$ cat src/rtl/branch_resolve_queue.sv
// In-order queue of branch predictions between fetch and execute; flushes on mispredict.
// Optional resolve/mispredict performance counters are built when BRQ_PERF_EN is defined.
module branch_resolve_queue #(
  parameter int DATA_WIDTH = 32,
  parameter int DEPTH      = 4
) (
  input  logic                  clk,
  input  logic                  rst,
  input  logic                  push_f,
  input  logic [DATA_WIDTH-1:0] push_pc_f,
  input  logic                  push_taken_f,
  input  logic [DATA_WIDTH-1:0] push_target_f,
  input  logic                  push_jal_f,
  input  logic                  resolve_e,
  input  logic                  actual_taken_e,
  input  logic [DATA_WIDTH-1:0] actual_target_e,
  output logic                  full,
  output logic                  empty,
  output logic                  mispredict,
  output logic [DATA_WIDTH-1:0] redirect_pc,
  output logic [DATA_WIDTH-1:0] branch_pc,
  output logic                  branch_actual_taken,
  output logic [DATA_WIDTH-1:0] branch_actual_target,
  output logic                  type_j,
  output logic                  overflow_err,
  output logic                  underflow_err,
  output logic [31:0]           resolved_count,
  output logic [31:0]           mispredict_count
);
  localparam int AW = (DEPTH > 1) ? $clog2(DEPTH) : 1;
  localparam int PW = AW + 1;
  localparam logic [PW-1:0] DEPTH_C = PW'(DEPTH);
  localparam logic [PW-1:0] ONE_C   = PW'(1);

  logic [DATA_WIDTH-1:0] pc_mem     [DEPTH];
  logic [DATA_WIDTH-1:0] target_mem [DEPTH];
  logic                  taken_mem  [DEPTH];
  logic                  jal_mem    [DEPTH];

  logic [PW-1:0] rd_ptr_q, rd_ptr_d, wr_ptr_q, wr_ptr_d, count_q, count_d;
  logic          overflow_q, overflow_d, underflow_q, underflow_d;
  logic          mispredict_q;
  logic [DATA_WIDTH-1:0] redirect_q, bpc_q, btarget_q, redirect_d;
  logic          btaken_q, type_j_q;

  logic [DATA_WIDTH-1:0] head_pc, head_target;
  logic          head_taken, head_jal;
  logic          valid_resolve, mispred, pop, push_ok;

  assign head_pc     = pc_mem[rd_ptr_q[AW-1:0]];
  assign head_target = target_mem[rd_ptr_q[AW-1:0]];
  assign head_taken  = taken_mem[rd_ptr_q[AW-1:0]];
  assign head_jal    = jal_mem[rd_ptr_q[AW-1:0]];

  assign full  = (count_q == DEPTH_C);
  assign empty = (count_q == '0);

  // Target only matters when both prediction and outcome are taken.
  assign valid_resolve = resolve_e && !empty;
  assign mispred = valid_resolve &&
                   ((head_taken != actual_taken_e) ||
                    (head_taken && actual_taken_e && (head_target != actual_target_e)));
  assign pop     = valid_resolve && !mispred;
  assign push_ok = push_f && !mispred && (!full || pop);
  assign redirect_d = actual_taken_e ? actual_target_e : head_pc + DATA_WIDTH'(4);

  always_comb begin
    rd_ptr_d    = rd_ptr_q;
    wr_ptr_d    = wr_ptr_q;
    count_d     = count_q;
    overflow_d  = overflow_q | (push_f && full && !pop && !mispred);
    underflow_d = underflow_q | (resolve_e && empty);
    if (mispred) begin
      rd_ptr_d = '0;
      wr_ptr_d = '0;
      count_d  = '0;
    end else begin
      if (pop)
        rd_ptr_d = rd_ptr_q + ONE_C;
      if (push_ok)
        wr_ptr_d = wr_ptr_q + ONE_C;
      count_d = count_q + (push_ok ? ONE_C : '0) - (pop ? ONE_C : '0);
    end
  end

  always_ff @(posedge clk) begin
    if (push_ok) begin
      pc_mem[wr_ptr_q[AW-1:0]]     <= push_pc_f;
      target_mem[wr_ptr_q[AW-1:0]] <= push_target_f;
      taken_mem[wr_ptr_q[AW-1:0]]  <= push_taken_f;
      jal_mem[wr_ptr_q[AW-1:0]]    <= push_jal_f;
    end
  end

  always_ff @(posedge clk or posedge rst) begin
    if (rst) begin
      rd_ptr_q     <= '0;
      wr_ptr_q     <= '0;
      count_q      <= '0;
      overflow_q   <= 1'b0;
      underflow_q  <= 1'b0;
      mispredict_q <= 1'b0;
      redirect_q   <= '0;
      bpc_q        <= '0;
      btarget_q    <= '0;
      btaken_q     <= 1'b0;
      type_j_q     <= 1'b0;
    end else begin
      rd_ptr_q     <= rd_ptr_d;
      wr_ptr_q     <= wr_ptr_d;
      count_q      <= count_d;
      overflow_q   <= overflow_d;
      underflow_q  <= underflow_d;
      mispredict_q <= mispred;
      // Update fields hold between valid resolves.
      if (valid_resolve) begin
        redirect_q <= redirect_d;
        bpc_q      <= head_pc;
        btarget_q  <= actual_target_e;
        btaken_q   <= actual_taken_e;
        type_j_q   <= head_jal;
      end
    end
  end

  assign mispredict           = mispredict_q;
  assign redirect_pc          = redirect_q;
  assign branch_pc            = bpc_q;
  assign branch_actual_taken  = btaken_q;
  assign branch_actual_target = btarget_q;
  assign type_j               = type_j_q;
  assign overflow_err         = overflow_q;
  assign underflow_err        = underflow_q;

`ifdef BRQ_PERF_EN
  logic [31:0] resolved_count_q, mispredict_count_q;

  always_ff @(posedge clk or posedge rst) begin
    if (rst) begin
      resolved_count_q   <= '0;
      mispredict_count_q <= '0;
    end else begin
      if (valid_resolve)
        resolved_count_q <= resolved_count_q + 32'd1;
      if (mispred)
        mispredict_count_q <= mispredict_count_q + 32'd1;
    end
  end

  assign resolved_count   = resolved_count_q;
  assign mispredict_count = mispredict_count_q;
`else
  assign resolved_count   = '0;
  assign mispredict_count = '0;
`endif

endmodule

$ cat config.mk
export PLATFORM = sky130hd
export DESIGN_NAME = branch_resolve_queue
export DESIGN_NICKNAME = d
export VERILOG_FILES = /design/src/rtl/branch_resolve_queue.sv
export SDC_FILE = /design/constraint.sdc
export NUM_CORES = 1
export LEC_CHECK = 0
export ABC_CLOCK_PERIOD_IN_PS = 13600
export BUFFER_PORTS_ARGS = -buffer_cell sky130_fd_sc_hd__buf_2
export CAP_MARGIN = 20
export CELL_PAD_IN_SITES_DETAIL_PLACEMENT = 1
export CELL_PAD_IN_SITES_GLOBAL_PLACEMENT = 1
export CORE_MARGIN = 1
export CORE_UTILIZATION = 35
export CTS_BUF_LIST = sky130_fd_sc_hd__clkbuf_4 sky130_fd_sc_hd__clkbuf_8
export DETAILED_ROUTE_END_ITERATION = 8
export HOLD_SLACK_MARGIN = 0.08
export PLACE_DENSITY_LB_ADDON = 0.1
export SYNTH_ARGS = -nofsm -noshare
export SYNTH_HDL_FRONTEND = slang
export SYNTH_SLANG_ARGS = --single-unit
$ cat constraint.sdc
create_clock -name clk -period 13.6 [get_ports clk]
set_input_delay 0.68 -clock clk [delete_from_list [all_inputs] [get_ports clk]]
set_output_delay 0.68 -clock clk [all_outputs]
set_load 0.01 [all_outputs]
==> results of run 1 <==
## registers in the layout (all words and copies together) (netlist names), 2 cells and up
register              count
taken_mem                 4
count_q                   3
branch_pc                32
target_mem              128
wr_ptr_q                  2
rd_ptr_q                  2
pc_mem                  128
branch_actual_target     32
redirect_pc              32
jal_mem                   4
## placed cells by master, fill, tap and decap left out, drive strengths merged, types with 10 or more instances in the layout
cell type / count
edfxtp: 264
mux4: 66
xnor2: 39
conb: 64
nor3: 15
nand2: 226
a21oi: 20
buf: 221
nand3: 22
clkinv: 20
inv: 10
o21ai: 35
clkbuf: 101
nand4: 19
and3: 10
nor2: 31
dfrtp: 108
xor2: 13
## metrics by stage
stage	setup slack (ps)	util (%)	hold WS [ps]	instance area [um2]
2_1_floorplan	8290	-	493	15700
3_3_place_gp	8460	39.1	433	17000
3_5_place_dp	8430	39.1	439	17000
4_1_cts	8370	42.3	187	18300
5_1_grt	8160	42.3	223	18300
6_report	8550	42.3	184	18300
## kinds of logic (layout without fill, tap and decap cells)
group	Yosys count	count (layout)	share of synthesized area, %
other	1	65	0.0242
AND/OR/NAND/NOR	343	343	9.95
buffers and inverters	121	354	4.94
adder cells (fa/ha/maj)	8	8	0.694
flip-flops	372	372	68.5
AO/OA/AOI/OAI	73	73	2.69
XOR/XNOR	52	52	2.94
multiplexers	75	75	10.2
## routing by layer
metal | up-vias | global-route usage [%] | part of all wire [%]
li1 | 4185 | - | -
met1 | 4848 | 27.5 | 45
met2 | 283 | 32.3 | 48
met3 | 73 | 4.31 | 5.1
met4 | 0 | 7.12 | 2.4
met5 | - | 0 | 0
## cell type report
cell class                 count  area, um2  share of cell area, %
multi-input combinational    615       4410                   24.0
clock buffer                 101       1250                   6.83
timing repair buffer         221       1150                   6.25
sequential                   372      10600                   58.0
tap                          585        732                   3.99
antenna                        1       2.50                 0.0136
clock inverter                22        125                  0.682
inverter                      10       40.0                  0.218
## power breakdown
group	internal, W	leakage [nW]	total, W	switching (W)
Combinational	0.000454	2.78	0.00117	0.000719
Clock	0.000608	0.738	0.00107	0.000464
Sequential	0.00152	3.73	0.00167	0.000150
Total	0.00258	7.24	0.00392	0.00133
## worst max path at each step
| stage | endpoint | from | slack [ps] |
|---|---|---|---|
| after global placement | pc_mem[2][12] | rd_ptr_q[0] | 8460 |
| final | pc_mem[2][10] | rd_ptr_q[0] | 8550 |
| after floorplan | jal_mem[0] | rd_ptr_q[0] | 8290 |
| after detailed placement | pc_mem[2][10] | rd_ptr_q[0] | 8430 |
| after global routing | pc_mem[2][14] | rd_ptr_q[0] | 8160 |
| after CTS | pc_mem[2][10] | rd_ptr_q[0] | 8370 |
## worst max-delay path, stage by stage, from the launching register on
cell      delay, ps
dfrtp_4         880
buf_4           730
mux4_2          600
xnor2_1         160
nand4_1         170
nor4_1          560
a211oi_2        140
buf_4           240
nor3_4          180
buf_4           810
==> flow_summary.ini, run 1 <==
[status]
run_status = complete, no violations

[timing]
period_minus_slack_ps = 5050
max_clock_freq_ghz = 0.198
skew_ps = 27.5
worstMarginPinSlew_ps = 1090
tns_ps = 0
setup_violations = 0
rsz0062_at_grt = false
slew_headroom_pct = 27.6
final_max_slew_viol_count = 0
min_period_over_period_pct = 37.1
final_hold_viol_count = 0

[placement]
port-buffer-count = 205
place_inst = 1803
gp_congestion = 0.768
dp_hpwl_um = 30000

[route]
drt-initial-drc-count = 539
drcViolationCount = 0
dr.pass1.iters = 5
avgRoutedWirePerCell_um = 23.3
drt_wl_total_um = 44900
ant_nets = 0
viasPerCell = 4.87
vias = 9389

[global_route]
gr-usage-all-layers_pct = 20.3
grt_start_max_net_pins = 84
grt_pass1_wl_um = 65600
overflow = 0
grt_pass1_vias = 9887
antenna_found_initial = 2

[floorplanning]
initial_core_util_pct = 35.8
fp-row-count = 76
dieArea_um2 = 45200
core-area_um2 = 43400
die_y_um = 213
ioPinCount = 270
die_w_um = 213

[synth]
synth.distinct_cells = 50
ys_seq_area_share_pct = 68.5
synthArstFlopShare_pct = 29.0
yosysTopAreaCellShare_pct = 51.1
synth_cells = 1045
synth_warnings = 0
syn_area_um2 = 15500
avgSynthCellArea_um2 = 14.8
synth.area.top_cells = edfxtp_1 51%, dfrtp_1 17%, mux4_2 9.1%, nand2_1 5.5%, buf_4 3.2%
synthFlopType = edfxtp_1
synth_most_common_cell = edfxtp_1
synth_seq_cells = 372
synth_edf_count = 264
synthTopCellsByCount = 264 x edfxtp_1, 226 x nand2_1, 108 x dfrtp_1, 66 x buf_4, 63 x mux4_2
synth_largest_area_cell = edfxtp_1

[final_layout]
n_fill_cell = 4505
syn_to_final_growth_pct = 18.2
finalNetCount = 1399
final_cells = 1927
drive_above_1_share_pct = 31.5

[clock_network]
root_buffer = clkbuf_8
clock_path_buffers = 3
cts_resized = 0
cts_tree = yes
post_cts_buffers = 0
clock_sinks = 372
h-tree-depth = 3
worstSkewPairLatency_ps = 610
cts_buffers = 68
path_clk_slew_ps = 60
hold_buffers = 0

[setup_path]
critPathLaunchType = flip-flop
crit_required_ps = 13800
r2r_end = pc_mem[2][10]
critPathKind = flip-flop to flip-flop
worstReg2RegStart = rd_ptr_q[0]
crit_path_end_kind = flip-flop
crit_arrival_ps = 5250
cp_max_fo = 66
rr_worst_depth = 9
ff2ff_setup_slack_ps = 8550

[power]
vdd_drop_max_uv = 91.2
cellLeakagePower_nw = 7.24
powerDensity_nw_per_um2 = 214
power.total_w = 0.00392

[hold_path]
min_path_type = input pin to asynchronous set/reset pin

[job]
maxCapViolCount = 0
Power figures use the tool's default switching activity.
==> run 2: changes to the inputs <==
--- a/config.mk
+++ b/config.mk
@@ -5,7 +5,7 @@
 export SDC_FILE = /design/constraint.sdc
 export NUM_CORES = 1
 export LEC_CHECK = 0
-export ABC_CLOCK_PERIOD_IN_PS = 13600
+export ABC_CLOCK_PERIOD_IN_PS = 5000
 export BUFFER_PORTS_ARGS = -buffer_cell sky130_fd_sc_hd__buf_2
 export CAP_MARGIN = 20
 export CELL_PAD_IN_SITES_DETAIL_PLACEMENT = 1
==> constraint.sdc (replaced) <==
create_clock -name clk -period 5 [get_ports clk]
set_input_delay 0.25 -clock clk [delete_from_list [all_inputs] [get_ports clk]]
set_output_delay 0.25 -clock clk [all_outputs]
set_load 0.01 [all_outputs]
==> flow_summary.ini, run 2 (same netlist as run 1, synthesis figures left out) <==
[status]
run_status = complete, no violations

[clock_network]
cts_tree = yes
cts_resized = 0
post_cts_buffers = 0
root_buffer = clkbuf_8
worstSkewPairLatency_ps = 610
path_clk_slew_ps = 60
h-tree-depth = 3
clock_sinks = 372
clock_path_buffers = 3
cts_buffers = 67

[floorplanning]
initial_core_util_pct = 35.8
die_y_um = 213
ioPinCount = 270
fp-row-count = 76
die_w_um = 213
dieArea_um2 = 45200
core-area_um2 = 43400

[setup_path]
crit_required_ps = 5470
critPathLaunchType = flip-flop
r2r_end = count_q[2]
critPathKind = flip-flop to flip-flop
worstReg2RegStart = rd_ptr_q[0]
rr_worst_depth = 13
ff2ff_setup_slack_ps = 830
cp_max_fo = 25
crit_arrival_ps = 4640
crit_path_end_kind = flip-flop

[power]
powerDensity_nw_per_um2 = 552
p_clk_share_pct = 26.8
p_sw_w = 0.00365
p_comb_share_pct = 31.2
internal_power_w = 0.00711
vdd_drop_max_uv = 284
seqPwrFrac_pct = 42.0
sw_frac_of_total_pct = 34.0
power.total_w = 0.0108
cellLeakagePower_nw = 7.72

[timing]
period_minus_slack_ps = 4170
worstMarginPinSlew_ps = 888
whs_ps = 227
slew_headroom_pct = 40.7
final_hold_viol_count = 0
rsz0062_at_grt = false
skew_ps = 31.5
setup_violations = 0
final_max_slew_viol_count = 0
min_period_over_period_pct = 83.4
max_clock_freq_ghz = 0.240

[final_layout]
drive_above_1_share_pct = 29.9
layout.cells.most_common = edfxtp_1
syn_to_final_growth_pct = 25.6
diodes = 0
finalNetCount = 1510
final_cells = 2035
final_cell_mix = 264 x edfxtp_1, 226 x nand2_1, 205 x buf_2, 106 x dfrtp_1, 102 x dlygate4sd3_1

[route]
drt_wl_total_um = 45900
vias = 9791
viasPerCell = 4.81
ant_nets = 0
drt-initial-drc-count = 492
avgRoutedWirePerCell_um = 22.5
dr.pass1.iters = 4
drcViolationCount = 0

[placement]
gp_congestion = 0.747
place_inst = 1813
port-buffer-count = 205
dp_hpwl_um = 30500

[global_route]
antenna_found_initial = 0
grt_pass1_wl_um = 68000
gr-usage-all-layers_pct = 20.9
grt_pass1_vias = 10600
overflow = 0
grt_start_max_net_pins = 70

[job]
maxCapViolCount = 0

[hold_path]
min_path_type = input pin to asynchronous set/reset pin
run 2: changes by cell type in the layout (fill, tap and decap cells not counted):
cell	delta
dlygate4sd3_1	+102
buf_12	+6
bufinv_16	-1
nor4_2	+1
buf_4	+4
clkinv_1	-4
clkinvlp_4	+1
clkbuf_4	+6
nor4_4	-1
clkinv_2	-5
diode_2	-1
run 2: critical path, stage by stage (launching register included):
cell and delay (ps):
dfrtp_4 680, buf_12 300, mux4_2 550, xnor2_1 160, nand4_1 210, nor4_1 630, a21oi_1 280, o22ai_1 220
ha_1 170, inv_1 40, fa_1 380, xor2_1 160, xnor2_1 170, nor3_2 50
run 2: what timing repair did:
item | CTS | global route
hold buffers | 102 | 0
hold endpoints to repair | 349 | 0
endpoints found under the setup margin | 0 | 0
run 2: worst max path at each step:
stage | end | cells after the start | startpoint
after global placement | count_q[2] | 13 | rd_ptr_q[0]
after global routing | count_q[2] | 13 | rd_ptr_q[0]
final | count_q[2] | 13 | rd_ptr_q[0]
after detailed placement | count_q[2] | 13 | rd_ptr_q[0]
after floorplan | jal_mem[0] | 9 | rd_ptr_q[0]
after CTS | count_q[2] | 13 | rd_ptr_q[0]
run 2: area by class of cell:
cell class,count,area (um2)
clock inverter,13,62.6
clock buffer,107,1300
multi-input combinational,615,4400
fill,4526,23900
timing repair buffer,333,2320
tap,585,732
inverter,10,40.0
sequential,372,10600
run 2: power groups by stage:
stage                     Combinational, W  Clock, W  Sequential (W)
final                              0.00336   0.00288         0.00452
after CTS                          0.00342   0.00298         0.00453
after global placement             0.00331         0         0.00457
after detailed placement           0.00335         0         0.00458
after global routing               0.00370   0.00309         0.00461
after floorplan                    0.00196         0         0.00466
run 2: metal layers:
metal	wire length, um	track usage (%)
met1	20700	28.2
met5	0	0
met2	22100	34.2
met3	2140	3.84
met4	923	6.30
run 2: stage by stage:
step | TNS, ps | util (%) | cell area, um2 | setup slack [ps]
finish | 0 | 44.9 | 19500 | 830
floorplan | -82840 | - | 15700 | -314
global placement | 0 | 39.4 | 17100 | 828
CTS | 0 | 44.9 | 19500 | 771
detailed placement | 0 | 39.4 | 17100 | 825
global route | 0 | 44.9 | 19500 | 523
==> run 3: changes to the inputs <==
--- a/config.mk
+++ b/config.mk
@@ -5,7 +5,7 @@
 export SDC_FILE = /design/constraint.sdc
 export NUM_CORES = 1
 export LEC_CHECK = 0
-export ABC_CLOCK_PERIOD_IN_PS = 5000
+export ABC_CLOCK_PERIOD_IN_PS = 3900
 export BUFFER_PORTS_ARGS = -buffer_cell sky130_fd_sc_hd__buf_2
 export CAP_MARGIN = 20
 export CELL_PAD_IN_SITES_DETAIL_PLACEMENT = 1
==> constraint.sdc (replaced) <==
create_clock -name clk -period 3.9 [get_ports clk]
set_input_delay 0.195 -clock clk [delete_from_list [all_inputs] [get_ports clk]]
set_output_delay 0.195 -clock clk [all_outputs]
set_load 0.01 [all_outputs]
==> flow_summary.ini, run 3 (same netlist as run 1, synthesis figures left out) <==
[power]
powerDensity_nw_per_um2 = 714
vdd_drop_max_uv = 314
cellLeakagePower_nw = 7.81

[setup_path]
worstReg2RegStart = rd_ptr_q[0]
crit_required_ps = 4380
crit_chain = buf_12, buf_12, mux4_2, xnor2_1, nand4_1, nor4_2, buf_4, a21oi_1, o22ai_1, ha_1, inv_1, fa_1, xor2_1, xnor2_1, nor3_2
crit_arrival_ps = 3990
critPathLaunchType = flip-flop
crit_start = rd_ptr_q[0]
critical_path.max_stage_delay_ps = 530
cp_max_fo = 21
cp_slowest_cell = mux4_2
crit_buf_inv = 4
crit_path_end_kind = flip-flop
critPathKind = flip-flop to flip-flop
critPathTopFamily = buffers and inverters

[timing]
final_hold_viol_count = 0
setup_violations = 0
slew_headroom_pct = 40.6
tns_ps = 0
worstMarginPinSlew_ps = 890
min_period_over_period_pct = 89.9
rsz0062_at_grt = false
max_clock_freq_ghz = 0.285
final_max_slew_viol_count = 0
whs_ps = 316
skew_ps = 23.2
period_minus_slack_ps = 3510

[floorplanning]
core-area_um2 = 43400
die_y_um = 213
fp-row-count = 76
initial_core_util_pct = 35.8
ioPinCount = 270
dieArea_um2 = 45200
die_w_um = 213

[global_route]
gr-usage-all-layers_pct = 21.5
grt_start_max_net_pins = 59
grt_pass1_wl_um = 69600
overflow = 0
antenna_found_initial = 1
grt_pass1_vias = 10800

[clock_network]
root_buffer = clkbuf_8
path_clk_slew_ps = 60
cts_tree = yes
cts_buffers = 68
clock_sinks = 372
worstSkewPairLatency_ps = 600
cts_resized = 0
clock_path_buffers = 3
h-tree-depth = 3

[route]
viasPerCell = 4.86
drt_wl_total_um = 47300
drt-initial-drc-count = 569
drcViolationCount = 0
avgRoutedWirePerCell_um = 23.0
vias = 9987
dr.pass1.iters = 4
ant_nets = 0

[placement]
port-buffer-count = 205
dp_hpwl_um = 31800
gp_congestion = 0.760

[final_layout]
finalNetCount = 1526
syn_to_final_growth_pct = 26.8
layout.cells.most_common = edfxtp_1
drive_above_1_share_pct = 31.1
final_cell_mix = 264 x edfxtp_1, 226 x nand2_1, 205 x buf_2, 106 x dfrtp_1, 102 x dlygate4sd3_1

[job]
maxCapViolCount = 0

[status]
run_status = complete, no violations

[hold_path]
min_path_type = input pin to asynchronous set/reset pin
run 3: layout make-up:
cell class                      count  area [um2]
Inverter                           10        40.0
Tap cell                          585         732
Multi-Input combinational cell    615        4410
Timing Repair Buffer              348        2470
Sequential cell                   372       10600
Antenna cell                        1        2.50
Clock buffer                      109        1290
Fill cell                        4541       23700
Clock inverter                     15        87.6
run 3: where the power goes:
part	internal, W	switching, W	total [W]	leakage (nW)
logic	0.00181	0.00270	0.00450	3.35
clock network	0.00211	0.00165	0.00375	0.734
registers	0.00530	0.000487	0.00579	3.73
total	0.00922	0.00483	0.0140	7.81
run 3: path summary, 6_finish.rpt:
check | to | slack, ps | cells after the start
worst max-delay path | count_q[2] | 390 | 15
worst min-delay path | redirect_pc[2] | 320 | 3
worst max register to register | count_q[2] | 390 | 15
worst min register to register | branch_pc[2] | 470 | 2
max in group asynchronous | branch_actual_target[22] | 2630 | 4
min in group clk | target_mem[3][29] | 350 | 2
run 3: what timing repair did:
action	CTS	global route
hold endpoints to repair	383	0
setup endpoints to repair	0	1
buffers inserted	0	4
hold buffers	102	0
run 3: metrics by stage:
stage	instance area (um2)	power, W	utilization [%]	setup slack, ps	cells
final	19700	0.0140	45.4	393	2055
after global placement	17200	0.0102	39.7	266	1824
after floorplan	15800	0.00853	-	-288	1108
after detailed placement	17200	0.0103	39.7	251	1824
after global routing	19700	0.0148	45.4	117	2055
after CTS	19600	0.0142	45.3	229	2050
run 3: layer usage:
metal | track usage, % | routed length (um)
met4 | 7.14 | 1200
met2 | 36.5 | 23800
met3 | 3.46 | 1850
met5 | 0 | 0
met1 | 28.0 | 20400
run 3: worst reg2reg max path, cell delays in order, from the launching register on:
cell and delay (ps):
dfrtp_4 470, buf_12 130, buf_12 210, mux4_2 540, xnor2_1 160, nand4_1 130, nor4_2 250, buf_4 160
a21oi_1 150, o22ai_1 220, ha_1 170, inv_1 50, fa_1 370, xor2_1 160, xnor2_1 180, nor3_2 50
